**src/rtl/updn_pkg.sv**
```systemverilog
// Shared constants for the up/down counter: mode encodings and default width.
package updn_pkg;

    localparam int unsigned DEFAULT_WIDTH = 4;

    localparam int unsigned GRAY_OFF = 0;
    localparam int unsigned GRAY_ON  = 1;

    localparam int unsigned SAT_WRAP = 0;
    localparam int unsigned SAT_HOLD = 1;

    localparam int unsigned MIN_WIDTH = 2;
    localparam int unsigned MAX_WIDTH = 32;

endpackage

```
**src/rtl/updn_counter_bin2gray.sv**
```systemverilog
// Combinational binary-to-Gray encoder.
module bin2gray #(
    parameter int unsigned WIDTH = 4
) (
    input  logic [WIDTH-1:0] bin,
    output logic [WIDTH-1:0] gray_c
);

    assign gray_c = bin ^ (bin >> 1);

endmodule

```
**src/rtl/updn_counter.sv**
```systemverilog
// Modulo-(MAX_VAL+1) up/down counter with load, wrap or saturate, optional
// Gray output, a terminal-count pulse and a sticky boundary flag.
module updn_counter
    import updn_pkg::*;
#(
    parameter int unsigned WIDTH    = DEFAULT_WIDTH,
    parameter int unsigned MAX_VAL  = 32'((64'(1) << WIDTH) - 64'(1)),
    parameter int unsigned GRAY     = GRAY_OFF,
    parameter int unsigned SATURATE = SAT_WRAP
) (
    input  logic             clk,
    input  logic             rst,
    input  logic             en,
    input  logic             up,
    input  logic             load,
    input  logic [WIDTH-1:0] load_val,
    output logic [WIDTH-1:0] count,
    output logic [WIDTH-1:0] count_bin,
    output logic             tc,
    output logic             ovf
);

    localparam longint unsigned FULL_SCALE = (64'(1) << WIDTH) - 64'(1);
    localparam logic [WIDTH-1:0] MAXV      = WIDTH'(MAX_VAL);

    // Elaboration-time parameter legality check.
    if (WIDTH < MIN_WIDTH || WIDTH > MAX_WIDTH) begin : g_bad_width
        $error("updn_counter: WIDTH=%0d outside %0d..%0d", WIDTH, MIN_WIDTH, MAX_WIDTH);
    end
    if (MAX_VAL == 0 || 64'(MAX_VAL) > FULL_SCALE) begin : g_bad_max
        $error("updn_counter: MAX_VAL=%0d outside 1..2**WIDTH-1", MAX_VAL);
    end

    logic [WIDTH-1:0] bin_next;
    logic [WIDTH-1:0] gray_next;
    logic             tc_next;
    logic             ovf_next;
    logic             at_top;
    logic             at_bottom;

    assign at_top    = (count_bin >= MAXV);
    assign at_bottom = (count_bin == '0);

    // Next-state: load beats enable; a boundary step wraps or holds and flags.
    always_comb begin
        bin_next = count_bin;
        tc_next  = 1'b0;
        ovf_next = ovf;
        if (load) begin
            bin_next = (load_val > MAXV) ? MAXV : load_val;
            ovf_next = 1'b0;
        end else if (en) begin
            if (up) begin
                if (at_top) begin
                    bin_next = (SATURATE == SAT_HOLD) ? MAXV : '0;
                    tc_next  = 1'b1;
                    ovf_next = 1'b1;
                end else begin
                    bin_next = count_bin + WIDTH'(1);
                end
            end else begin
                if (at_bottom) begin
                    bin_next = (SATURATE == SAT_HOLD) ? '0 : MAXV;
                    tc_next  = 1'b1;
                    ovf_next = 1'b1;
                end else begin
                    bin_next = count_bin - WIDTH'(1);
                end
            end
        end
    end

    // Gray code is taken from the next value so count and count_bin align.
    bin2gray #(
        .WIDTH (WIDTH)
    ) u_bin2gray (
        .bin    (bin_next),
        .gray_c (gray_next)
    );

    always_ff @(posedge clk) begin
        if (rst) begin
            count_bin <= '0;
            count     <= '0;
            tc        <= 1'b0;
            ovf       <= 1'b0;
        end else begin
            count_bin <= bin_next;
            count     <= (GRAY == GRAY_ON) ? gray_next : bin_next;
            tc        <= tc_next;
            ovf       <= ovf_next;
        end
    end

endmodule

```
**config.mk**
```make
export PLATFORM = sky130hd
export DESIGN_NAME = updn_counter
export DESIGN_NICKNAME = d
export VERILOG_FILES = /design/src/rtl/updn_pkg.sv /design/src/rtl/updn_counter_bin2gray.sv /design/src/rtl/updn_counter.sv
export SDC_FILE = /design/constraint.sdc
export NUM_CORES = 1
export LEC_CHECK = 0
export CORE_AREA = 2 2 39 41
export CTS_CLUSTER_DIAMETER = 100
export DETAILED_ROUTE_END_ITERATION = 6
export DIE_AREA = 0 0 41 43
export PLACE_DENSITY = 0.72
export SKIP_CTS_REPAIR_TIMING = 1
export SLEW_MARGIN = 5
export SYNTH_ARGS = -nofsm -noshare
export SYNTH_HDL_FRONTEND = slang
export SYNTH_SLANG_ARGS = --single-unit
```
**constraint.sdc**
```tcl
create_clock -name clk -period 1.5 [get_ports clk]
set_input_delay 0.375 -clock clk [delete_from_list [all_inputs] [get_ports clk]]
set_output_delay 0.375 -clock clk [all_outputs]
set_load 0.1 [all_outputs]
```
==> flow_summary_export.csv, run 1 <==
group,metric,value,unit
outcome,status,"finished clean",
worst_hold_path,hp-class,"register to register",
routing,viasPerCell,5.021,
critical_path,cp.required,1.65,ns
grt,grt_pass1_vias,429,
final_layout,n_fill_cell,125,
die,die-area,0.001763,mm2
final_layout,fin_area,797.0,um2
die,die_h,43,um
synthesis,ys.flop_type,"dfxtp_1",
timing,finalSetupTns,0,ns
grt,grtUsageTotal,0.1569,
placement,gp_congestion,0.8403,
power,peakVddDrop,415.6,uV
final_layout,area_delta_synth_final,77.93,%
placement,io_buffers,18,
die,initial_utilization,0.3237,
routing,wire_per_inst,11.66,um
clock_network,cts_buffers,3,
grt,antenna_found_initial,0,
grt,grt_max_degree,12,
critical_path,startpoint_type,"primary input",
synthesis,synth_edf_count,0,
critical_path,cp-end-kind,"register",
critical_path,worstSetupPathType,"primary input to register",
timing,rsz0062_at_grt,"no",
routing,vias,477,
routing,route.detailed.drc,0,
synthesis,synth.top_cell.area_share,0.2682,
clock_network,tritoncts,"yes",
final_layout,final_nets,92,
placement,place_hpwl,839.4,um
timing,finalHoldViolCount,0,
timing,skew,0.009030,ns
power,p_leak,0.3507,nW
routing,drt_first_pass_iters,4,
grt,grt_pass1_wl,1731,um
power,power_density,888.9,mW/mm2
clock_network,clk_pin_slew_worst_paths,0.04,ns
clock_network,clock_latency,0.26,ns
clock_network,cts_root_buf,"clkbuf_4",
synthesis,netlist_instances,56,
critical_path,worst-path-max-fanout,6,
final_layout,antennaDiodeCount,0,
synthesis,yosys.area.top_type,"dfxtp_1",
die,rows,14,
clock_network,clk_path_buf_depth,2,
clock_network,cts_sinks,6,
routing,wirelength,1108,um
die,coreArea,0.001384,mm2
clock_network,htreeDepth,1,
synthesis,avgSynthCellArea,7.999,um2
die,ioPinCount,19,
grt,grt_overflow,0,
synthesis,syn_area,447.9,um2
timing,post-route-period-util,0.9552,
critical_path,crit_arrival,1.58,ns
job,maxCapViolCount,0,
synthesis,yosysWarnings,0,
synthesis,synth_cell_types,28,
timing,fmax,0.6980,GHz
routing,drt_iter0_markers,7,
synthesis,syn_nets,67,
routing,ant_nets,0,
synthesis,synth_seq_cells,6,
timing,worst_slew_pin_slew,0.2793,ns
synthesis,yosys-top-cells-count,"dfxtp_1 (6), inv_1 (6), a21oi_1 (5), nand2_1 (5), buf_4 (4)",
synthesis,synthTopCellsByArea,"dfxtp_1 (27%), buf_4 (6.7%), a21oi_1 (5.6%)",
final_layout,drive_above_1_share,0.3924,
timing,slew_viol_final,0,
timing,period_minus_slack,1.433,ns
die,die_w,41,um
placement,placedInstanceArea,759.5,um2
synthesis,ys_async_sr_fraction,0,
synthesis,yosysSeqAreaShare,0.2682,
timing,slew_headroom,0.8138,
timing,setup_viol,0,
## final timing paths
| path | startpoint | endpoint | slack [ns] | cells after the start |
|---|---|---|---|---|
| max reg2reg | count_bin[1] | count_bin[0] | 0.13 | 5 |
| min reg2reg | ovf | ovf | 0.54 | 2 |
| max | up | count_bin[0] | 0.07 | 5 |
| min | ovf | ovf | 0.54 | 2 |
## cell families (layout without fill, tap and decap cells)
logic type / after synthesis / in the layout / share of synthesized area
adders and majority gates: 2 / 2 / 0.05586
buffers and inverters: 13 / 36 / 0.1648
AOI/OAI and AO/OA: 18 / 18 / 0.2877
xor gates and xnor gates: 2 / 2 / 0.03911
muxes: 1 / 1 / 0.02235
and+or+nand+nor: 14 / 14 / 0.1620
DFF: 6 / 6 / 0.2682
## per-layer routing
metal | up-vias | track usage | wire length (um)
met5 | - | 0 | 0
met4 | 0 | 0.1200 | 21
met3 | 4 | 0.07853 | 91
met2 | 23 | 0.2188 | 546
met1 | 212 | 0.1715 | 448
li1 | 238 | - | -
## cell type report
cell class	instances	area (um2)	share of cell area
Clock buffer	3	22.52	0.02826
Inverter	6	22.52	0.02826
Multi-Input combinational cell	37	254.0	0.3187
Sequential cell	6	130.1	0.1633
Tap cell	16	20.02	0.02512
Timing Repair Buffer	27	347.8	0.4364
## where the power goes
group          internal [W]  total, W  switching, W  leakage, nW
clock             0.0000913  0.000161     0.0000699       0.0138
sequential         0.000171  0.000198     0.0000265       0.0512
combinational      0.000144  0.000350      0.000205        0.286
## flip-flops by register name, indices dropped and copies added, names as in the netlist
signal,cells
count_bin,4
ovf,1
tc,1
## stage by stage
step,hold slack (ns),utilization,power [W],worst slack [ns],cells
after floorplan,0.4323,-,0.0004213,-0.006401,56
final,0.5385,0.5759,0.0007085,0.06726,95
after CTS,0.5444,0.5651,0.0007147,0.08574,93
after detailed placement,0.5341,0.5488,0.0005449,-0.1348,90
after global placement,0.5334,0.5488,0.0005406,-0.08220,90
after global routing,0.6115,0.5759,0.0007425,0.03281,95
## placed cells by master (no fill, tap or decap), types with 2 or more instances in the layout
cell type	netlist	routed
a21oi_1	5	5
a31oi_1	2	2
buf_12	0	10
buf_4	4	9
clkbuf_4	0	3
clkdlybuf4s50_1	0	8
dfxtp_1	6	2
dfxtp_2	0	2
dfxtp_4	0	2
ha_1	2	2
inv_1	6	6
nand2_1	5	5
nor2_1	2	2
nor3_1	3	3
o21ai_0	2	2
## critical path, stage by stage
cell             delay, ns
clkdlybuf4s50_1       0.49
and3_1                0.23
o21ai_1               0.16
nand3_1               0.10
a221oi_1              0.23
Note: power is estimated with default switching activity, not from simulation.
==> run 2: changes to the inputs <==
--- a/config.mk
+++ b/config.mk
@@ -11,7 +11,6 @@
 export DIE_AREA = 0 0 41 43
 export PLACE_DENSITY = 0.72
 export SKIP_CTS_REPAIR_TIMING = 1
-export SLEW_MARGIN = 5
 export SYNTH_ARGS = -nofsm -noshare
 export SYNTH_HDL_FRONTEND = slang
 export SYNTH_SLANG_ARGS = --single-unit
==> results of run 2 <==
Same layout as run 1: the final DEF is identical, and so are final timing and power.
==> run 3: changes to the inputs <==
--- a/config.mk
+++ b/config.mk
@@ -9,6 +9,7 @@
 export CTS_CLUSTER_DIAMETER = 100
 export DETAILED_ROUTE_END_ITERATION = 6
 export DIE_AREA = 0 0 41 43
+export GPL_TIMING_DRIVEN = 1
 export PLACE_DENSITY = 0.72
 export SKIP_CTS_REPAIR_TIMING = 1
 export SYNTH_ARGS = -nofsm -noshare
==> results of run 3 <==
Same layout as run 1: the final DEF is identical, and so are final timing and power.
